===== src/rtl/nibble_serial_adder_pkg.sv =====
// Shared definitions for the nibble-serial adder: nibble width, FSM state
// encoding and the counter width helper.
package nibble_serial_adder_pkg;

    localparam int NIBBLE_W = 4;

    typedef enum logic [1:0] {
        IDLE = 2'b00,
        RUN  = 2'b01,
        DONE = 2'b10
    } state_t;

    // Counter must index NIBBLES positions; a single nibble still needs one bit.
    function automatic int cnt_width(input int nibbles);
        return (nibbles <= 1) ? 1 : $clog2(nibbles);
    endfunction

endpackage


===== src/rtl/fourbits_adder.sv =====
// Combinational N-bit ripple-carry adder, used as the per-nibble datapath.
module fourbits_adder #(
    parameter int N = 4
) (
    input  logic [N-1:0] a,
    input  logic [N-1:0] b,
    input  logic         carry_in,
    output logic [N-1:0] sum,
    output logic         carry_out
);

    logic [N:0] carry;

    assign carry[0] = carry_in;

    generate
        for (genvar gi = 0; gi < N; gi++) begin : g_bit
            assign sum[gi]       = a[gi] ^ b[gi] ^ carry[gi];
            assign carry[gi + 1] = (a[gi] & b[gi]) | (carry[gi] & (a[gi] ^ b[gi]));
        end
    endgenerate

    assign carry_out = carry[N];

endmodule


===== src/rtl/nibble_serial_adder.sv =====
// Multi-cycle W-bit adder: one nibble per clock through a 4-bit ripple adder,
// least significant nibble first, with a start/busy/done handshake.
module nibble_serial_adder
    import nibble_serial_adder_pkg::*;
#(
    parameter int NIBBLES = 4
) (
    input  logic                        clk,
    input  logic                        rst_n,
    input  logic                        start,
    input  logic [4*NIBBLES-1:0]        a,
    input  logic [4*NIBBLES-1:0]        b,
    input  logic                        carry_in,
    output logic                        busy,
    output logic                        done,
    output logic [4*NIBBLES-1:0]        sum,
    output logic                        carry_out
);

    localparam int W     = NIBBLE_W * NIBBLES;
    localparam int CNT_W = cnt_width(NIBBLES);
    localparam logic [CNT_W-1:0] LAST_CNT = CNT_W'(NIBBLES - 1);

    state_t            state_reg, state_next;
    logic [W-1:0]      a_sh_reg, a_sh_next;
    logic [W-1:0]      b_sh_reg, b_sh_next;
    logic [W-1:0]      psum_reg, psum_next;
    logic              c_reg, c_next;
    logic [CNT_W-1:0]  cnt_reg, cnt_next;
    logic [W-1:0]      sum_reg, sum_next;
    logic              carry_out_reg, carry_out_next;

    logic [NIBBLE_W-1:0] add_sum;
    logic                add_cout;
    logic [W-1:0]        psum_shift;
    logic                load;

    fourbits_adder #(
        .N(NIBBLE_W)
    ) u_nibble_adder (
        .a         (a_sh_reg[NIBBLE_W-1:0]),
        .b         (b_sh_reg[NIBBLE_W-1:0]),
        .carry_in  (c_reg),
        .sum       (add_sum),
        .carry_out (add_cout)
    );

    // New nibble enters at the top; after NIBBLES shifts the word is aligned.
    assign psum_shift = (psum_reg >> NIBBLE_W) | (W'(add_sum) << (W - NIBBLE_W));

    always_comb begin
        state_next     = state_reg;
        a_sh_next      = a_sh_reg;
        b_sh_next      = b_sh_reg;
        psum_next      = psum_reg;
        c_next         = c_reg;
        cnt_next       = cnt_reg;
        sum_next       = sum_reg;
        carry_out_next = carry_out_reg;
        load           = 1'b0;

        unique case (state_reg)
            IDLE: begin
                if (start) begin
                    load       = 1'b1;
                    state_next = RUN;
                end
            end
            RUN: begin
                a_sh_next = a_sh_reg >> NIBBLE_W;
                b_sh_next = b_sh_reg >> NIBBLE_W;
                psum_next = psum_shift;
                c_next    = add_cout;
                cnt_next  = cnt_reg + CNT_W'(1);
                if (cnt_reg == LAST_CNT) begin
                    sum_next       = psum_shift;
                    carry_out_next = add_cout;
                    state_next     = DONE;
                end
            end
            DONE: begin
                // A start in the done cycle chains straight into the next operation.
                if (start) begin
                    load       = 1'b1;
                    state_next = RUN;
                end else begin
                    state_next = IDLE;
                end
            end
            default: begin
                state_next = IDLE;
            end
        endcase

        if (load) begin
            a_sh_next = a;
            b_sh_next = b;
            c_next    = carry_in;
            cnt_next  = '0;
            psum_next = '0;
        end
    end

    always_ff @(posedge clk or negedge rst_n) begin
        if (!rst_n) begin
            state_reg     <= IDLE;
            a_sh_reg      <= '0;
            b_sh_reg      <= '0;
            psum_reg      <= '0;
            c_reg         <= 1'b0;
            cnt_reg       <= '0;
            sum_reg       <= '0;
            carry_out_reg <= 1'b0;
        end else begin
            state_reg     <= state_next;
            a_sh_reg      <= a_sh_next;
            b_sh_reg      <= b_sh_next;
            psum_reg      <= psum_next;
            c_reg         <= c_next;
            cnt_reg       <= cnt_next;
            sum_reg       <= sum_next;
            carry_out_reg <= carry_out_next;
        end
    end

    assign busy      = (state_reg == RUN);
    assign done      = (state_reg == DONE);
    assign sum       = sum_reg;
    assign carry_out = carry_out_reg;

endmodule


===== config.mk =====
export PLATFORM = sky130hd
export DESIGN_NAME = nibble_serial_adder
export DESIGN_NICKNAME = d
export VERILOG_FILES = /design/src/rtl/nibble_serial_adder_pkg.sv /design/src/rtl/fourbits_adder.sv /design/src/rtl/nibble_serial_adder.sv
export SDC_FILE = /design/constraint.sdc
export NUM_CORES = 1
export LEC_CHECK = 0
export ABC_AREA = 1
export BUFFER_PORTS_ARGS = -buffer_cell sky130_fd_sc_hd__buf_2
export CAP_MARGIN = 20
export CORE_MARGIN = 5
export CORE_UTILIZATION = 35
export CTS_CLUSTER_SIZE = 25
export DETAILED_ROUTE_END_ITERATION = 10
export PLACE_DENSITY_LB_ADDON = 0.05
export SYNTH_ARGS = -nofsm -noshare
export SYNTH_HDL_FRONTEND = slang
export SYNTH_SLANG_ARGS = --single-unit

===== constraint.sdc =====
create_clock -name clk -period 2.5 [get_ports clk]
set_input_delay 0.625 -clock clk [delete_from_list [all_inputs] [get_ports clk]]
set_output_delay 0.625 -clock clk [all_outputs]
set_load 0.05 [all_outputs]

After elaboration in Yosys (flattened, before gate mapping)
Index checks and enable logic that the tools add are counted.
{"block": "classes", "n_bitwise": 21, "eq_ne": 5, "n_mux": 16, "add_sub_neg": 1, "n_reduce_logical": 5}
{"op": "two-way mux 16 bit", "n": 6}
{"op": "bitwise OR 12 x 16 -> 16 bit", "n": 1}
{"op": "AND 1 bit", "n": 8}
{"op": "two-way mux 2 bit", "n": 4}
{"op": "bitwise XOR 1 bit", "n": 8}
{"op": "case mux 2 bit (3 select lines)", "n": 1}
{"op": "two-way mux 1 bit", "n": 5}
{"op": "== test 2 bit (second input constant)", "n": 2}
{"op": "bitwise OR 1 bit", "n": 4}
{"op": "AND reduction 2 bit", "n": 2}
{"op": "adder 2 x 1 -> 2 bit (second input constant)", "n": 1}
{"op": "== test 2 x 1 -> 1 bit (second input constant)", "n": 1}
{"op": "zero test 2 bit", "n": 1}
{"op": "!= test 2 x 1 -> 1 bit (second input constant)", "n": 1}
{"op": "!= test 2 bit (second input constant)", "n": 1}
{"op": "nonzero test 2 bit", "n": 1}
{"op": "OR reduction 2 bit", "n": 1}
{"block": "word_totals", "wordCells": 56, "register_bits": 70, "output_inout_bits": 19}

Longest topological paths before layout
Gate-level depths: netlist (run 1).
{"block": "logic_depth", "ltp_word": 11, "ltp_mapped": 10, "mapped_depth_nobuf": 10}

Modules after synthesis
Synthesis (run 1) repeated with hierarchy kept, for this count alone.
{"block": "unflattened", "cells_unflattened": 331, "hier_area_um2": 2854.0}
{"module": "nibble_serial_adder", "instances": 1, "area_each_um2": 2736.4, "seq_area_each_um2": 1651.6, "cells_per_inst": 317}
{"module": "fourbits_adder", "instances": 1, "area_each_um2": 117.6, "seq_area_each_um2": 0.0, "cells_per_inst": 14}

Worst setup path before layout (run 1)
Ideal clock, no wire load.
{"block": "synth_path", "path_type": "register to register", "start": "reg a_sh_reg[0]", "end": "reg psum_reg[15]", "slack_ns": 0.441, "setup_time_ns": 0.076, "stages_incl_launch_ff": 11, "arrival_ns": 1.983, "period_less_slack_ns": 2.059, "n_path_buf": 0, "path_cell_list": "dfrtp_1 > inv_1 > fa_1 > inv_1 > fa_1 > fa_1 > inv_1 > fa_1 > inv_1 > nand2_1 > o21ai_1"}
{"block": "synth_via", "elab_chain_cells": 11}
{"item": "start, declared", "line": "nibble_serial_adder.sv:25", "text": "logic [W-1:0] a_sh_reg, a_sh_next;"}
{"item": "start signal, assigned", "line": "nibble_serial_adder.sv:116", "text": "a_sh_reg <= a_sh_next;"}
{"item": "bitwise XOR 1 bit", "line": "fourbits_adder.sv:19", "text": "assign carry[gi + 1] = (a[gi] & b[gi]) | (carry[gi] & (a[gi] ^ b[gi]));"}
{"item": "AND 1 bit", "line": "fourbits_adder.sv:19"}
{"item": "bitwise OR 1 bit *", "line": "fourbits_adder.sv:19"}
{"item": "AND 1 bit *", "line": "fourbits_adder.sv:19"}
{"item": "bitwise OR 1 bit *", "line": "fourbits_adder.sv:19"}
{"item": "AND 1 bit *", "line": "fourbits_adder.sv:19"}
{"item": "bitwise OR 1 bit *", "line": "fourbits_adder.sv:19"}
{"item": "bitwise XOR 1 bit *", "line": "fourbits_adder.sv:18", "text": "assign sum[gi] = a[gi] ^ b[gi] ^ carry[gi];"}
{"item": "bitwise OR 12 x 16 -> 16 bit *", "line": "nibble_serial_adder.sv:49", "text": "assign psum_shift = (psum_reg >> NIBBLE_W) | (W'(add_sum) << (W - NIBBLE_W));"}
{"item": "two-way mux 16 bit *", "line": "nibble_serial_adder.sv:62", "text": "unique case (state_reg)"}
{"item": "two-way mux 16 bit *", "line": "nibble_serial_adder.sv:95", "text": "if (load) begin"}
{"item": "end signal, assigned", "line": "nibble_serial_adder.sv:118", "text": "psum_reg <= psum_next;"}
{"item": "end, declared", "line": "nibble_serial_adder.sv:27", "text": "logic [W-1:0] psum_reg, psum_next;"}
Mark *: on every way between the ends. The rest lies on a longest branch, timed or not. The select of a mux whose other input is x is not followed.
A chain may end at the register's enable or synchronous reset.

Final worst setup path (run 1)
Same ends and word-level chain as after synthesis.

==> results of run 1 <==
stage by stage:
step	cells	hold slack [ns]	power, W	utilization
2_1_floorplan	339	0.329	0.00369	-
3_3_place_gp	484	0.455	0.00414	0.400
3_5_place_dp	484	0.461	0.00416	0.400
4_1_cts	499	0.306	0.00498	0.421
5_1_grt	499	0.334	0.00529	0.421
6_report	499	0.298	0.00488	0.421
layout by cell type (no fill, tap or decap):
cell,synthesis,layout
nand2_1,147,147
nand3_1,70,70
dfrtp_1,66,66
buf_2,10,54
inv_1,17,17
clkbuf_8,0,11
fa_1,4,4
o21ai_0,3,3
clkinv_2,0,3
buf_4,6,3
nor2_8,2,2
nor2_1,2,2
buf_12,0,2
inv_2,1,1
inv_4,1,1
nand2_4,1,1
nand2_8,1,1
nand2_2,1,1
nor2_4,1,1
o21ai_1,1,1
a21oi_1,1,1
ha_1,1,1
clkbuf_1,0,1
worst max-delay path by stage:
stage	slack [ns]	to	cells past startpoint
finish	0.33	psum_reg[15]	10
global route	0.19	psum_reg[15]	10
CTS	0.31	psum_reg[15]	10
detailed placement	0.33	psum_reg[15]	10
global placement	0.36	psum_reg[15]	10
floorplan	0.44	psum_reg[15]	10
routing by layer:
layer  global-route usage  vias up  part of all wire
met3               0.0307        6             0.044
met4               0.0545        0             0.010
met5                    0        -                 0
li1                     -     1175                 -
met2                0.233       39              0.48
met1                0.177     1113              0.46
power groups by stage:
stage / clock, W / sequential, W / combinational [W]
floorplan: 0 / 0.00221 / 0.00148
global placement: 0 / 0.00187 / 0.00227
detailed placement: 0 / 0.00188 / 0.00228
CTS: 0.000829 / 0.00186 / 0.00229
global route: 0.000865 / 0.00192 / 0.00251
finish: 0.000797 / 0.00186 / 0.00223
cells by family after synthesis:
group,synth area share
AND/OR/NAND/NOR,0.335
flip-flops,0.555
buffers and inverters,0.0706
AO/OA/AOI/OAI,0.00840
adder cells (fa/ha/maj),0.0311
worst max-delay path: stages (launching register included):
cell and delay (ns):
dfrtp_1 0.38, inv_1 0.08, fa_1 0.17, inv_1 0.05, fa_1 0.37, fa_1 0.38
inv_1 0.08, fa_1 0.40, inv_1 0.08, nand2_1 0.05, o21ai_1 0.09
area by class of cell:
type	instances	share of cell area
clock buffer	12	0.0446
clock inverter	3	0.00432
inverter	19	0.0212
multi-input combinational	235	0.321
sequential	66	0.475
tap	105	0.0378
timing repair buffer	59	0.0958
==> metrics.yaml, run 1 <==
timing:
  layout_setup_ws_ns: 0.331
  worstMarginPinSlew_ns: 0.569
  relSlewSlack: 0.619
  hold_violations: 0
  layout_min_cycle_time_ns: 2.17
  finalSetupViolCount: 0
  rsz0062_at_grt: "no"
  period_share: 0.868
  slew_viol_final: 0
  clock_skew_ns: 0.0111
  max_freq_mhz: 461
  tns_ns: 0
logic_synthesis:
  synth_edf_count: 0
  ys_types: 21
  syn_area_um2: 2980
  async_reset_ff_frac: 1.00
  ys_warn_count: 0
  yosys-top-cells-area: "dfrtp_1 (55%), nand2_1 (19%), nand3_1 (12%)"
  yosys-top-cells-count: "nand2_1 (147), nand3_1 (70), dfrtp_1 (66)"
  ys_seq_area_frac: 0.555
  synth_most_common_cell: "nand2_1"
  synth_top_area_frac: 0.555
  synth_area_per_cell_um2: 8.78
  synth_largest_area_cell: "dfrtp_1"
  postSynthCellCount: 339
  ys_seq_elements: 66
  synth_flop_cell: "dfrtp_1"
  syn_nets: 380
worst_setup_path:
  r2r_slack_ns: 0.33
  required_ns: 2.76
  start_kind: "register"
  worst-path-max-fanout: 2
  worstRegToRegCells: 10
  r2r-start: "a_sh_reg[0]"
  endpoint_kind: "register"
  crit_path_start: "a_sh_reg[0]"
  r2r_end: "psum_reg[15]"
  critPathArrivalTime_ns: 2.43
  critPathKind: "reg2reg"
cells_and_area:
  fillerInstances: 902
  multi_input_area_um2: 1120
  areaGrowthSynthToFinish_pct: 16.7
  antenna_cells: 0
  regArea_um2: 1650
  final_area_um2: 3480
  drive_gt1_frac: 0.206
  fin_nets: 431
drt:
  antenna_left: 0
  wl_um: 6730
  drc: 0
  drtIter0Drc: 103
  vias: 2333
  firstDrtPassIters: 4
  viasPerCell: 4.68
  post_drt_wl_per_cell_um: 13.5
status:
  outcome: "complete, no violations"
power:
  clockPowerShare: 0.163
  switching_power_w: 0.00226
  ir_worst_vdd_mv: 0.434
  seqPwrFrac: 0.380
  power.density_nw_per_um2: 1400
  pwr-share-comb: 0.456
  total_leakage_power_nw: 1.91
  p_sw_frac: 0.463
  p_int_w: 0.00262
global_route:
  antenna_found_initial: 0
  grt_pass1_wl_um: 11400
  overflow: 0
  grt_usage: 0.140
  grt_pass1_vias: 2412
  grt_max_degree: 67
cts:
  numCtsBuffers: 9
  cts_hold_buffers: 0
  root_buffer: "clkbuf_8"
  htreeDepth: 3
  clk_latency_ns: 0.33
  cts.sinks: 66
  ctsResizeCount: 0
  cts_tree: "yes"
  clkSlewWorstSetupHoldPaths_ns: 0.08
  postCtsSetupBuffers: 0
  clk_path_buf_depth: 2
placement:
  gp_congestion: 0.705
  hpwl_um: 4280
  dpl_worst_slack_ns: 0.326
  numPortBuffers: 54
  placed_area_um2: 3310
die:
  die_width_um: 102
  initial_core_util: 0.361
  die_area_um2: 10500
  std_cell_rows: 33
  io_pins: 55
  die_y_um: 102
  core_um2: 8260
min_path:
  hold_class: "in2async"
flow_run:
  drv_cap: 0
No activity file was read; power rests on OpenSTA's default activity.
==> inputs of run 2 (changes only) <==
==> constraint.sdc (replaced) <==
create_clock -name clk -period 1.9 [get_ports clk]
set_input_delay 0.475 -clock clk [delete_from_list [all_inputs] [get_ports clk]]
set_output_delay 0.475 -clock clk [all_outputs]
set_load 0.05 [all_outputs]
==> metrics.yaml, run 2 (same netlist as run 1, synthesis figures left out) <==
status:
  outcome: "complete, but fails checks"  # was complete, no violations
  violations: "negative setup slack"
drt:
  met2_wirelength_um: 3180  # was 3240 um
  met3_length_um: 265  # was 293 um
  post_drt_wl_per_cell_um: 13.3  # was 13.5 um
  viasPerCell: 4.67  # was 4.68
  wl_met1_um: 3150  # was 3120 um
  drtIter0Drc: 103  # unchanged
  wl_um: 6720  # was 6730 um
  firstDrtPassIters: 4  # unchanged
  antenna_left: 0  # unchanged
  topRoutingLayerUsed: "met4"  # unchanged
  vias: 2360  # was 2333
  drc: 0  # unchanged
global_route:
  grt_usage: 0.144  # was 0.140
  grt_pass1_vias: 2475  # was 2412
  overflow: 0  # unchanged
  grt_pass1_wl_um: 11700  # was 11400 um
  grt_max_degree: 67  # unchanged
  antenna_found_initial: 0  # unchanged
timing:
  layout_setup_ws_ns: -0.159  # was 0.331 ns
  slew_viol_final: 0  # unchanged
  clock_skew_ns: 0.0127  # was 0.0111 ns
  worstMarginPinSlew_ns: 0.429  # was 0.569 ns
  max_freq_mhz: 486  # was 461 MHz
  finalSetupViolCount: 3  # was 0
  hold_violations: 0  # unchanged
  relSlewSlack: 0.714  # was 0.619
  layout_min_cycle_time_ns: 2.06  # was 2.17 ns
  tns_ns: -0.318  # was 0 ns
  period_share: 1.08  # was 0.868
  rsz0062_at_grt: "yes"  # was no
cells_and_area:
  fillerInstances: 908  # was 902
  multi_input_area_um2: 1120  # about the same
  drive_gt1_frac: 0.223  # was 0.206
  regArea_um2: 1650  # unchanged
  layout_common_cells: "nand2_1 (147), nand3_1 (70), dfrtp_1 (66)"  # unchanged
  final_core_utilization: 0.427  # was 0.421
  fin_nets: 436  # was 431
  final_common_cell: "nand2_1"  # unchanged
  areaGrowthSynthToFinish_pct: 18.4  # was 16.7%
  antenna_cells: 0  # unchanged
min_path:
  hold_class: "in2async"  # unchanged
placement:
  dpl_worst_slack_ns: -0.176  # was 0.326 ns
  gp_congestion: 0.723  # was 0.705
  numPortBuffers: 54  # unchanged
  hpwl_um: 4350  # was 4280 um
die:
  initial_core_util: 0.361  # unchanged
  die_y_um: 102  # unchanged
  die_width_um: 102  # unchanged
  core_um2: 8260  # unchanged
  std_cell_rows: 33  # unchanged
  die_area_um2: 10500  # unchanged
  io_pins: 55  # unchanged
flow_run:
  drv_cap: 0  # unchanged
power:
  total_leakage_power_nw: 1.93  # was 1.91 nW
  power.density_nw_per_um2: 1860  # was 1400 nW/um^2
  ir_worst_vdd_mv: 0.507  # was 0.434 mV
  finalPower_w: 0.00657  # was 0.00488 W
worst_setup_path:
  worst-path-max-fanout: 2  # unchanged
  critPathKind: "reg2reg"  # unchanged
  endpoint_kind: "register"  # unchanged
  critPathArrivalTime_ns: 2.32  # was 2.43 ns
  start_kind: "register"  # unchanged
  required_ns: 2.16  # was 2.76 ns
cts:
  cts_hold_buffers: 0  # unchanged
  clk_path_buf_depth: 2  # unchanged
  root_buffer: "clkbuf_8"  # unchanged
  cts_tree: "yes"  # unchanged
  postCtsSetupBuffers: 0  # unchanged
  clk_latency_ns: 0.33  # about the same
  htreeDepth: 3  # unchanged
  cts.sinks: 66  # unchanged
  clkSlewWorstSetupHoldPaths_ns: 0.08  # about the same
  numCtsBuffers: 9  # unchanged
run 2: cell count changes in the layout (fill, tap and decap cells not counted), sizes merged:
| cell | delta |
|---|---|
| bufinv | +1 |
| clkbuf | +1 |
| buf | +5 |
| clkinv | -1 |
run 2: area by class of cell:
class,instances,share of cell area
Tap cell,105,0.0372
Clock inverter,3,0.0114
Inverter,19,0.0209
Clock buffer,13,0.0394
Multi-Input combinational cell,235,0.318
Timing Repair Buffer,64,0.105
Sequential cell,66,0.468
run 2: layer usage:
| layer | up-vias | global-route usage |
|---|---|---|
| met5 | - | 0 |
| met4 | 0 | 0.0575 |
| met3 | 9 | 0.0287 |
| met2 | 47 | 0.235 |
| met1 | 1118 | 0.188 |
| li1 | 1186 | - |
run 2: power breakdown:
part	internal [W]	total [W]	switching, W	leakage (nW)
Sequential	0.00204	0.00241	0.000366	0.838
Clock	0.000605	0.00112	0.000518	0.0914
Combinational	0.000943	0.00304	0.00210	0.997
Total	0.00359	0.00657	0.00298	1.93
run 2: timing repair:
item                                    CTS  global route
gates resized for setup                   2             0
pin swaps                                 2             1
endpoints found under the setup margin    4             4
run 2: final timing paths:
path	end	slack [ns]	cells after the start	from
max	psum_reg[15]	-0.16	10	a_sh_reg[0]
min	sum[1]	0.13	2	rst_n
max reg2reg	psum_reg[15]	-0.16	10	a_sh_reg[0]
min reg2reg	sum[0]	0.47	2	psum_reg[4]
max in group asynchronous	a_sh_reg[8]	1.44	2	rst_n
min in group clk	a_sh_reg[13]	0.35	3	a[13]
run 2: worst max-delay path: stages, from the launching register on:
cell     delay, ns
dfrtp_1       0.39
inv_2         0.06
fa_1          0.16
inv_1         0.05
fa_2          0.33
fa_2          0.34
inv_2         0.06
fa_1          0.39
inv_1         0.08
nand2_1       0.05
o21ai_1       0.08
run 2: metrics by stage:
stage / cell area, um^2 / hold slack [ns] / std cells
after detailed placement: 3350 / 0.461 / 489
after global routing: 3530 / 0.181 / 505
after global placement: 3350 / 0.454 / 489
after CTS: 3530 / 0.157 / 505
final: 3530 / 0.135 / 505
after floorplan: 2980 / 0.179 / 339
==> inputs of run 3 (changes only) <==
--- a/config.mk
+++ b/config.mk
@@ -13,6 +13,8 @@
 export CTS_CLUSTER_SIZE = 25
 export DETAILED_ROUTE_END_ITERATION = 10
 export PLACE_DENSITY_LB_ADDON = 0.05
+export SETUP_SLACK_MARGIN = 0.1
+export SKIP_LAST_GASP = 1
 export SYNTH_ARGS = -nofsm -noshare
 export SYNTH_HDL_FRONTEND = slang
 export SYNTH_SLANG_ARGS = --single-unit
==> metrics.yaml, run 3 (same netlist as run 1, synthesis figures left out) <==
timing:
  layout_min_cycle_time_ns: 2.06  # unchanged
  period_share: 1.08  # unchanged
  tns_ns: -0.318  # unchanged
  slew_viol_final: 0  # unchanged
  finalSetupViolCount: 3  # unchanged
  max_freq_mhz: 486  # unchanged
  rsz0062_at_grt: "yes"  # unchanged
  relSlewSlack: 0.714  # about the same
  worstMarginPinSlew_ns: 0.429  # about the same
  hold_violations: 0  # unchanged
  layout_setup_ws_ns: -0.159  # unchanged
  clock_skew_ns: 0.0127  # about the same
cells_and_area:
  final_common_cell: "nand2_1"  # unchanged
  layout_common_cells: "nand2_1 (147), nand3_1 (70), dfrtp_1 (65)"  # was nand2_1 (147), nand3_1 (70), dfrtp_1 (66)
  drive_gt1_frac: 0.225  # was 0.223
  antenna_cells: 0  # unchanged
  fillerInstances: 906  # was 908
  areaGrowthSynthToFinish_pct: 18.6  # was 18.4%
  fin_nets: 436  # unchanged
worst_setup_path:
  critPathKind: "reg2reg"  # unchanged
  crit_path_start: "a_sh_reg[0]"  # unchanged
  worstRegToRegCells: 10  # unchanged
  r2r-start: "a_sh_reg[0]"  # unchanged
  r2r_end: "psum_reg[15]"  # unchanged
  worst-path-max-fanout: 2  # unchanged
  crit_chain: "inv_2 > fa_1 > inv_1 > fa_2 > fa_2 > inv_2 > fa_1 > inv_1 > nand2_1 > o21ai_1"  # unchanged
  endpoint_kind: "register"  # unchanged
  start_kind: "register"  # unchanged
  critPathArrivalTime_ns: 2.32  # about the same
  critPathSlowestCell: "dfrtp_1"  # unchanged
  max_stage_delay_ns: 0.39  # about the same
  required_ns: 2.16  # about the same
  r2r_slack_ns: -0.16  # about the same
power:
  ir_worst_vdd_mv: 0.507  # about the same
  total_leakage_power_nw: 1.92  # was 1.93 nW
  power.density_nw_per_um2: 1860  # about the same
  finalPower_w: 0.00657  # about the same
cts:
  cts_hold_buffers: 0  # unchanged
  clkSlewWorstSetupHoldPaths_ns: 0.08  # about the same
  cts_tree: "yes"  # unchanged
  cts.sinks: 66  # unchanged
  clk_path_buf_depth: 2  # unchanged
  numCtsBuffers: 9  # unchanged
  root_buffer: "clkbuf_8"  # unchanged
  htreeDepth: 3  # unchanged
  postCtsSetupBuffers: 0  # unchanged
  clk_latency_ns: 0.33  # about the same
die:
  std_cell_rows: 33  # unchanged
  initial_core_util: 0.361  # unchanged
  die_y_um: 102  # unchanged
  core_um2: 8260  # unchanged
  die_width_um: 102  # unchanged
  die_area_um2: 10500  # unchanged
  io_pins: 55  # unchanged
status:
  violations: "negative setup slack"  # unchanged
  outcome: "complete, but fails checks"  # unchanged
drt:
  drc: 0  # unchanged
  firstDrtPassIters: 4  # unchanged
  post_drt_wl_per_cell_um: 13.3  # unchanged
  vias: 2360  # unchanged
  antenna_left: 0  # unchanged
  wl_um: 6720  # unchanged
  viasPerCell: 4.67  # unchanged
  drtIter0Drc: 103  # unchanged
global_route:
  grt_pass1_wl_um: 11700  # unchanged
  grt_max_degree: 67  # unchanged
  antenna_found_initial: 0  # unchanged
  grt_usage: 0.144  # unchanged
  overflow: 0  # unchanged
  grt_pass1_vias: 2475  # unchanged
placement:
  gp_congestion: 0.723  # unchanged
  numPortBuffers: 54  # unchanged
  hpwl_um: 4350  # unchanged
min_path:
  hold_class: "in2async"  # unchanged
flow_run:
  drv_cap: 0  # unchanged
## run 3: cell counts in the layout (fill, tap and decap cells not counted)
No cell type changed its count.
## run 3: area by class of cell
class / instances / area (um^2) / share of cell area
tap: 105 / 131 / 0.0372
clock buffer: 13 / 139 / 0.0393
sequential: 66 / 1650 / 0.468
multi-input combinational: 235 / 1120 / 0.318
inverter: 19 / 73.8 / 0.0209
timing repair buffer: 64 / 373 / 0.106
clock inverter: 3 / 40.0 / 0.0113
## run 3: repair_timing
item	4_1_cts	5_1_grt
setup endpoints to repair	5	7
pin swaps	2	1
hold endpoints to repair	0	0
resized for setup	3	2
## run 3: worst max-delay path: cells and delay by family, from the launching register on
kind | cells | cell delay (ns)
buf+inv | 4 | 0.25
flops | 1 | 0.39
simple gates | 1 | 0.05
compound gates | 1 | 0.08
fa+ha+maj | 4 | 1.22
## run 3: routing by layer
metal | vias to the layer above | track usage | routed length [um]
met2 | 47 | 0.235 | 3180
met3 | 9 | 0.0287 | 265
met5 | - | 0 | 0
met4 | 0 | 0.0575 | 123
met1 | 1118 | 0.188 | 3150
li1 | 1186 | - | -
## run 3: through the flow
step / setup slack (ns) / hold slack [ns] / cell area, um^2 / instances / util
detailed placement: -0.176 / 0.461 / 3350 / 489 / 0.405
CTS: -0.178 / 0.157 / 3530 / 505 / 0.427
global route: -0.250 / 0.181 / 3530 / 505 / 0.428
global placement: -0.157 / 0.454 / 3350 / 489 / 0.405
finish: -0.159 / 0.135 / 3530 / 505 / 0.428
floorplan: -0.0839 / 0.179 / 2980 / 339 / -
## run 3: worst max-delay path by stage
stage | end | slack, ns | cells past startpoint
3_5_place_dp | psum_reg[15] | -0.18 | 10
6_report | psum_reg[15] | -0.16 | 10
5_1_grt | psum_reg[15] | -0.25 | 10
2_1_floorplan | psum_reg[15] | -0.08 | 10
4_1_cts | psum_reg[15] | -0.18 | 10
3_3_place_gp | psum_reg[15] | -0.16 | 10
## run 3: where the power goes
group	leakage [nW]	total, W	switching, W	internal [W]
Clock	0.0914	0.00112	0.000518	0.000605
Sequential	0.836	0.00241	0.000366	0.00204
Combinational	0.997	0.00304	0.00210	0.000946
Total	1.92	0.00657	0.00298	0.00359
